===== src/rtl/vga_timing_gen.sv =====
// vga_timing_gen: 640x480@60 Hz VGA raster timing from the pixel clock.
//
// Ports:
//   vga_clk      pixel clock, all logic on posedge
//   reset_n      asynchronous active-low reset
//   pixel_ce     counter advance enable (tie high for 25 MHz operation)
//   DrawX/DrawY  current raster position (0..H_TOTAL-1 / 0..V_TOTAL-1)
//   blank        1 = active video
//   hs/vs        horizontal/vertical sync, active low
//   line_end     strobe on the last pixel of each line
//   frame_start  strobe when the raster wraps back to (0,0)
//   frame_count  completed frames, wraps 255->0
//
// Flags are decoded from the next-state counters and registered together with
// the counters, so every output describes the same pixel as DrawX/DrawY.
// The two strobes are additionally qualified by pixel_ce so a frozen raster
// never shows a strobe on a non-advancing cycle.
module vga_timing_gen #(
  parameter int unsigned H_ACTIVE = 640,
  parameter int unsigned H_FP     = 16,
  parameter int unsigned H_SYNC   = 96,
  parameter int unsigned H_BP     = 48,
  parameter int unsigned V_ACTIVE = 480,
  parameter int unsigned V_FP     = 10,
  parameter int unsigned V_SYNC   = 2,
  parameter int unsigned V_BP     = 33
) (
  input  logic       vga_clk,
  input  logic       reset_n,
  input  logic       pixel_ce,
  output logic [9:0] DrawX,
  output logic [9:0] DrawY,
  output logic       blank,
  output logic       hs,
  output logic       vs,
  output logic       line_end,
  output logic       frame_start,
  output logic [7:0] frame_count
);

  localparam int unsigned CW      = 10;
  localparam int unsigned FW      = 8;
  localparam int unsigned H_TOTAL = H_ACTIVE + H_FP + H_SYNC + H_BP;
  localparam int unsigned V_TOTAL = V_ACTIVE + V_FP + V_SYNC + V_BP;

  localparam logic [CW-1:0] H_LAST = CW'(H_TOTAL - 1);
  localparam logic [CW-1:0] H_VIS  = CW'(H_ACTIVE);
  localparam logic [CW-1:0] HS_BEG = CW'(H_ACTIVE + H_FP);
  localparam logic [CW-1:0] HS_END = CW'(H_ACTIVE + H_FP + H_SYNC);
  localparam logic [CW-1:0] V_LAST = CW'(V_TOTAL - 1);
  localparam logic [CW-1:0] V_VIS  = CW'(V_ACTIVE);
  localparam logic [CW-1:0] VS_BEG = CW'(V_ACTIVE + V_FP);
  localparam logic [CW-1:0] VS_END = CW'(V_ACTIVE + V_FP + V_SYNC);

  // Counters are 10 bits wide; larger totals cannot be represented.
  if (H_TOTAL > 1024 || V_TOTAL > 1024) begin : g_total_check
    $error("vga_timing_gen: H_TOTAL and V_TOTAL must not exceed 1024");
  end

  logic [CW-1:0] x_q, x_d;
  logic [CW-1:0] y_q, y_d;
  logic [FW-1:0] fc_q, fc_d;
  logic          blank_q, blank_d;
  logic          hs_q, hs_d;
  logic          vs_q, vs_d;
  logic          le_q, le_d;
  logic          fs_q, fs_d;
  logic          wrap_x, wrap_y;

  assign wrap_x = (x_q == H_LAST);
  assign wrap_y = (y_q == V_LAST);

  // Next raster position and the flags that describe it; hold when not advancing.
  always_comb begin
    x_d     = x_q;
    y_d     = y_q;
    fc_d    = fc_q;
    blank_d = blank_q;
    hs_d    = hs_q;
    vs_d    = vs_q;
    le_d    = le_q;
    fs_d    = fs_q;
    if (pixel_ce) begin
      x_d = wrap_x ? '0 : x_q + CW'(1);
      if (wrap_x) begin
        y_d = wrap_y ? '0 : y_q + CW'(1);
      end
      if (wrap_x && wrap_y) begin
        fc_d = fc_q + FW'(1);
      end
      blank_d = (x_d < H_VIS) && (y_d < V_VIS);
      hs_d    = !((x_d >= HS_BEG) && (x_d < HS_END));
      vs_d    = !((y_d >= VS_BEG) && (y_d < VS_END));
      le_d    = (x_d == H_LAST);
      fs_d    = wrap_x && wrap_y;
    end
  end

  // Raster state and registered flags.
  always_ff @(posedge vga_clk or negedge reset_n) begin
    if (!reset_n) begin
      x_q     <= '0;
      y_q     <= '0;
      fc_q    <= '0;
      blank_q <= 1'b1;
      hs_q    <= 1'b1;
      vs_q    <= 1'b1;
      le_q    <= 1'b0;
      fs_q    <= 1'b0;
    end else begin
      x_q     <= x_d;
      y_q     <= y_d;
      fc_q    <= fc_d;
      blank_q <= blank_d;
      hs_q    <= hs_d;
      vs_q    <= vs_d;
      le_q    <= le_d;
      fs_q    <= fs_d;
    end
  end

  assign DrawX       = x_q;
  assign DrawY       = y_q;
  assign blank       = blank_q;
  assign hs          = hs_q;
  assign vs          = vs_q;
  assign frame_count = fc_q;
  // A frozen strobe register must not be seen again while the raster is held.
  assign line_end    = le_q & pixel_ce;
  assign frame_start = fs_q & pixel_ce;

endmodule

===== config.mk =====
export PLATFORM = sky130hd
export DESIGN_NAME = vga_timing_gen
export DESIGN_NICKNAME = d
export VERILOG_FILES = /design/src/rtl/vga_timing_gen.sv
export SDC_FILE = /design/constraint.sdc
export NUM_CORES = 1
export LEC_CHECK = 0
export CAP_MARGIN = 25
export CELL_PAD_IN_SITES_DETAIL_PLACEMENT = 1
export CELL_PAD_IN_SITES_GLOBAL_PLACEMENT = 1
export CORE_UTILIZATION = 43
export DETAILED_ROUTE_END_ITERATION = 12
export HOLD_SLACK_MARGIN = 0.03
export PLACE_DENSITY = 0.93
export SLEW_MARGIN = 20
export SYNTH_ARGS = -nofsm -noshare
export SYNTH_HDL_FRONTEND = slang
export SYNTH_SLANG_ARGS = --single-unit

===== constraint.sdc =====
create_clock -name vga_clk -period 4.9 [get_ports vga_clk]
set_clock_uncertainty 0.2 [all_clocks]
set_input_delay 0.98 -clock vga_clk [delete_from_list [all_inputs] [get_ports vga_clk]]
set_output_delay 0.98 -clock vga_clk [all_outputs]
set_load 0.02 [all_outputs]

==> reports/qor.csv, run 1 <==
stage;metric;value;unit
yosys;Synth top area share;36.5;%
clock_network;Clock Tree Buf Depth;2;
floorplan;Top Ports;36;
flow_run;max-cap viol count;0;
timing;worst slew pin tran;0.614;ns
placement;hpwl dp;3980;µm
timing;Tcrit/Tclk final;71.5;%
floorplan;die footprint;5060;µm²
worst_hold_path;Hold Path Stages;1;
floorplan;DIE HEIGHT;71.1;µm
clock_network;Worst-path clk slew;0.07;ns
placement;Final GP Congestion;0.794;
global_routing;largest net degree at the start of global routing;34;
yosys;top-count cell post-synth;dfrtp_1;
yosys;sequential share of the synthesized area;40.4;%
global_routing;initial antenna violation count;0;
routing;WL final;5950;µm
placement;Port-buffer cells;35;
clock_network;number of buffers created by CTS;5;
power_and_ir_drop;Max VDD drop;0.173;mV
finish;Final Net Count;268;
yosys;Synth Register Bits;33;
yosys;Main synth FF type;dfrtp_1;
clock_network;Resized Gates After CTS;0;
clock_network;CTS H-Tree Depth;2;
global_routing;GRT Resource Usage Total;26.0;%
worst_setup_path;CP max stage delay;0.60;ns
global_routing;met2 Resource Use GR;43.1;%
timing;Final Hold Fails;0;
yosys;Post-synth top cells;dfrtp_1 (30), nand2_1 (24), o21ai_0 (21);
timing;post-layout min period;3.50;ns
global_routing;global-route wire length before repair;10000;µm
global_routing;total gr overflow;0;
routing;DR iter-0 viols;151;
clock_network;CTS tree;yes;
clock_network;Hold Buf Count CTS;0;
timing;TNS Setup;0;ns
timing;pins over their slew limit;0;
power_and_ir_drop;Leak;0.961;nW
routing;vias post-DR;1915;
routing;final antenna-violating net count;0;
worst_setup_path;most used cell, CP;clkdlybuf4s50_1;
global_routing;GRT Max-Usage Layer;met2;
clock_network;CTS root buf;clkbuf_8;
outcome;failing checks;design-rule violations;
routing;vias per cell;6.14;
clock_network;clock latency on the worst-skew pair;0.30;ns
worst_setup_path;highest-delay cell along the critical path;clkdlybuf4s50_1;
worst_setup_path;Worst R2R Path Depth;6;
routing;number of remaining DRC errors;3;
yosys;Post-Synthesis Cells;230;
floorplan;Core Area;4470;µm²
finish;ANT cells;0;
worst_setup_path;CP endpoint kind;primary output;
worst_setup_path;Data arrival, critical path;2.32;ns
worst_hold_path;min-delay src;frame_count[7];
yosys;Avg Synthesized Cell Area;8.94;µm²
yosys;FFs w/ async S/R, synth;100;%
yosys;Synth area leaders;dfrtp_1 (37%), o21ai_0 (5.1%), xnor2_1 (4.7%), nand2_1 (4.4%), dfstp_2 (3.8%);
outcome;status;complete, but fails checks;
floorplan;initial core utilization;45.9;%
yosys;synth warn;0;
worst_setup_path;Critical R2R Launch;DrawX[8];
global_routing;GRT met1 Usage;33.8;%
clock_network;clock sinks;33;
worst_setup_path;reg2reg setup slack;2.01;ns
yosys;Yosys cell types;52;
yosys;Synth Net Count;238;
timing;final setup fails;0;
finish;area grow syn2layout;21.5;%
global_routing;vias in the first global route;1944;
worst_setup_path;Worst setup SP type;input port;
finish;area of the multi-input gates;1130;µm²
worst_hold_path;worst hold path class;flop to flop;
floorplan;# rows;24;
floorplan;Die X-Extent;71.1;µm
finish;share of layout cells above drive strength 1;8.46;%
power_and_ir_drop;pwr dens;309;nW/µm²
worst_setup_path;crit-path max FO;3;
finish;FF+latch area;830;µm²
worst_hold_path;Hold Path Sink;frame_count[7];
yosys;mapped cell area;2060;µm²
timing;Slew headroom;59.0;%
timing;Max Fclk;285;MHz
routing;drt first pass iters;8;
timing;Hold Slack;0.276;ns
yosys;cell type with the largest total area after synthesis;dfrtp_1;
routing;DR WL/cell;19.1;µm
worst_setup_path;critical path class;input port to primary output;
global_routing;GRT met3 Usage;3.42;%
timing;RSZ-0062 raised after global routing;false;
yosys;number of synthesized flops with an enable pin;0;
worst_setup_path;worst r2r dst;vs;
worst_setup_path;Required @ worst endpoint;3.72;ns
finish;# fillers;510;
worst_setup_path;CP cell instances;clkdlybuf4s50_1, and2_1, clkdlybuf4s50_1;
clock_network;# Post-CTS Setup Buffers;0;
[logic make-up (layout without fill, tap and decap cells)]
logic type / Yosys count / after routing / share of synthesized area (%)
xor gates and xnor gates: 18 / 18 / 7.67
muxes: 2 / 2 / 1.03
DFF: 33 / 33 / 40.4
and+or+nand+nor: 97 / 97 / 25.1
buffers and inverters: 20 / 50 / 4.69
AOI/OAI and AO/OA: 55 / 55 / 18.1
adders and majority gates: 5 / 5 / 3.04
[critical path: cells and delay by family]
family	cells	cell delay, ns
AND/OR/NAND/NOR	1	0.17
buffers and inverters	2	1.18
[layout make-up]
class	instances	share of cell area, %
multi-input cells	177	45.2
flip-flops and latches	33	33.2
repair buffers	37	14.6
clock buffers	7	3.46
well taps	52	2.60
inverters	6	0.901
[flip-flops by register name, summed over array words and instances (netlist names)]
register / count
DrawX: 10
DrawY: 10
blank: 1
frame_count: 8
fs_q: 1
hs: 1
le_q: 1
vs: 1
[where the power goes]
part           internal [mW]  switching [mW]
clock network          0.112           0.104
registers              0.298          0.0673
logic                 0.0912          0.0990
[worst max-delay path by stage]
stage | start | end | slack [ns] | depth (start not counted)
global placement | pixel_ce | line_end | 1.44 | 3
CTS | pixel_ce | line_end | 1.40 | 3
floorplan | pixel_ce | frame_start | 2.04 | 3
global route | pixel_ce | line_end | 1.38 | 3
finish | pixel_ce | line_end | 1.40 | 3
detailed placement | pixel_ce | line_end | 1.42 | 3
[layout by cell type, fill, tap and decap left out, drive strengths merged, types with 4 or more instances in the layout]
cell / n
a21oi: 5
and2: 4
and3: 4
clkbuf: 7
clkdlybuf4s50: 35
dfrtp: 30
ha: 5
inv: 6
nand2: 25
nand3: 15
nand4: 7
nor2: 17
nor3: 4
o21ai: 22
o31ai: 8
xnor2: 11
xor2: 7
[metrics by stage]
stage	worst slack [ns]	util, %	area [µm²]	cells	total power [mW]
floorplan	2.04	-	2060	230	0.482
global placement	1.44	53.9	2410	305	0.546
detailed placement	1.42	53.9	2410	305	0.557
CTS	1.40	55.8	2500	312	0.770
global route	1.38	55.8	2500	312	0.805
finish	1.40	55.8	2500	312	0.771
[metal layers]
layer | wire length (µm) | up-vias
li1 | - | 887
met1 | 2730 | 968
met2 | 2900 | 44
met3 | 166 | 16
met4 | 151 | 0
met5 | 0 | -
(Power assumes the default switching activity.)
==> inputs of run 2 (changes only) <==
--- a/config.mk
+++ b/config.mk
@@ -8,10 +8,10 @@
 export CAP_MARGIN = 25
 export CELL_PAD_IN_SITES_DETAIL_PLACEMENT = 1
 export CELL_PAD_IN_SITES_GLOBAL_PLACEMENT = 1
-export CORE_UTILIZATION = 43
+export CORE_UTILIZATION = 40
 export DETAILED_ROUTE_END_ITERATION = 12
 export HOLD_SLACK_MARGIN = 0.03
-export PLACE_DENSITY = 0.93
+export PLACE_DENSITY = 0.88
 export SLEW_MARGIN = 20
 export SYNTH_ARGS = -nofsm -noshare
 export SYNTH_HDL_FRONTEND = slang
==> constraint.sdc (replaced) <==
create_clock -name vga_clk -period 3.3 [get_ports vga_clk]
set_clock_uncertainty 0.2 [all_clocks]
set_input_delay 0.66 -clock vga_clk [delete_from_list [all_inputs] [get_ports vga_clk]]
set_output_delay 0.66 -clock vga_clk [all_outputs]
set_load 0.02 [all_outputs]
==> run 2 against run 1 <==
Compared with the run above:
- the run now ends clean
- via count up 1.5%
- critical path type unchanged
- highest routed layer unchanged
- critical path depth unchanged
- clock power up 49%
- largest power group unchanged
- sequential cell count unchanged
==> reports/qor.csv, run 2 (synthesis results as in run 1) <==
stage;metric;value;unit
power_and_ir_drop;combinational share of power;28.4;%
routing;DR WL/cell;17.1;µm
timing;pins over their slew limit;0;
routing;number of remaining DRC errors;0;
floorplan;Core Area;4850;µm²
power_and_ir_drop;Max VDD drop;0.313;mV
timing;Hold Slack;0.277;ns
power_and_ir_drop;switching power;0.405;mW
placement;hpwl dp;3930;µm
finish;ANT cells;0;
clock_network;Clock Tree Buf Depth;2;
timing;TNS Setup;0;ns
global_routing;GRT Resource Usage Total;23.2;%
global_routing;GRT met1 Usage;29.6;%
worst_setup_path;CP endpoint kind;primary output;
placement;Final GP Congestion;0.814;
routing;WL final;5690;µm
global_routing;initial antenna violation count;0;
clock_network;CTS root buf;clkbuf_8;
power_and_ir_drop;pwr dens;455;nW/µm²
placement;Port-buffer cells;35;
floorplan;initial core utilization;42.4;%
power_and_ir_drop;Final Power;1.16;mW
routing;drt first pass iters;4;
global_routing;vias in the first global route;1919;
worst_setup_path;reg2reg setup slack;0.66;ns
outcome;status;finished clean;
power_and_ir_drop;Int Pwr;0.760;mW
global_routing;GRT met3 Usage;4.12;%
finish;commonest non-fill, non-tap cells in the layout;clkdlybuf4s50_1 (35), dfrtp_1 (30), nand2_1 (24);
worst_hold_path;Hold Path Sink;frame_count[7];
worst_setup_path;Critical R2R Launch;DrawX[1];
floorplan;Die X-Extent;73.7;µm
timing;final setup fails;0;
timing;Max Fclk;363;MHz
finish;Final Net Count;273;
clock_network;number of buffers created by CTS;5;
routing;final antenna-violating net count;0;
floorplan;DIE HEIGHT;73.7;µm
power_and_ir_drop;Flop pwr share;43.9;%
finish;most common cell after layout, fill and taps aside;clkdlybuf4s50_1;
timing;worst slew pin tran;0.414;ns
worst_setup_path;crit-path max FO;3;
clock_network;Worst-path clk slew;0.06;ns
floorplan;die footprint;5430;µm²
clock_network;# Post-CTS Setup Buffers;0;
routing;DR iter-0 viols;111;
worst_setup_path;Data arrival, critical path;1.89;ns
worst_setup_path;Required @ worst endpoint;2.44;ns
worst_hold_path;min-delay src;frame_count[7];
worst_setup_path;Worst R2R Path Depth;7;
clock_network;Resized Gates After CTS;0;
global_routing;GRT Max-Usage Layer;met2;
timing;post-layout min period;2.75;ns
global_routing;met2 Resource Use GR;39.7;%
worst_setup_path;worst r2r dst;frame_count[7];
clock_network;clock sinks;33;
clock_network;Hold Buf Count CTS;0;
routing;vias per cell;5.83;
flow_run;max-cap viol count;0;
timing;Final Hold Fails;0;
power_and_ir_drop;Leak;0.987;nW
global_routing;total gr overflow;0;
global_routing;largest net degree at the start of global routing;34;
worst_setup_path;Worst setup SP type;input port;
timing;Slew headroom;72.2;%
timing;Tcrit/Tclk final;83.4;%
worst_hold_path;Hold Path Stages;1;
finish;area grow syn2layout;24.5;%
finish;Final Core Density;52.8;%
finish;share of layout cells above drive strength 1;10.2;%
power_and_ir_drop;sw frac;34.8;%
worst_hold_path;worst hold path class;flop to flop;
clock_network;CTS H-Tree Depth;2;
power_and_ir_drop;Clk network pwr share;27.7;%
floorplan;# rows;25;
floorplan;Top Ports;36;
timing;RSZ-0062 raised after global routing;false;
clock_network;CTS tree;yes;
routing;vias post-DR;1943;
clock_network;clock latency on the worst-skew pair;0.29;ns
worst_setup_path;critical path class;input port to primary output;
global_routing;global-route wire length before repair;9370;µm
-- run 2: changes by cell type in the layout (fill, tap and decap cells not counted) --
cell | before | now
clkbuf_1 | 1 | 2
buf_4 | 2 | 7
-- run 2: stage by stage --
step | cells | worst slack (ns) | instance area (µm²)
after floorplan | 230 | 0.921 | 2060
after global placement | 325 | 0.578 | 2470
after detailed placement | 325 | 0.482 | 2470
after CTS | 333 | 0.535 | 2560
after global routing | 333 | 0.460 | 2560
final | 333 | 0.547 | 2560
-- run 2: worst max-delay path by stage --
stage                         from        endpoint  slack (ns)  cells past startpoint
after floorplan           DrawX[1]  frame_count[7]        0.92                      8
after global placement    pixel_ce        line_end        0.58                      3
after detailed placement  pixel_ce  frame_count[7]        0.48                      7
after CTS                 pixel_ce     frame_start        0.54                      3
after global routing      DrawX[1]  frame_count[7]        0.46                      7
final                     pixel_ce     frame_start        0.55                      3
-- run 2: layout make-up --
cell class              instances  area [µm²]
clock buffers                   8        90.1
fillers                       573        2290
inverters                       6        22.5
multi-input cells             177        1130
flip-flops and latches         33         830
well taps                      67        83.8
repair buffers                 42         403
-- run 2: worst max-delay path, stage by stage --
cell             delay (ns)
clkdlybuf4s50_1        0.49
and2_1                 0.14
clkdlybuf4s50_1        0.60
-- run 2: power groups by stage --
stage	logic (mW)	registers, mW	clock network (mW)
floorplan	0.182	0.533	0
global placement	0.316	0.512	0
detailed placement	0.327	0.516	0
CTS	0.332	0.510	0.332
global route	0.356	0.519	0.343
finish	0.331	0.511	0.322
-- run 2: metal layers --
layer	routed length [µm]	part of all wire, %	up-vias
met5	0	0	-
met4	78	1.4	0
met3	259	4.6	7
met2	2830	50	49
met1	2520	44	984
li1	-	-	903
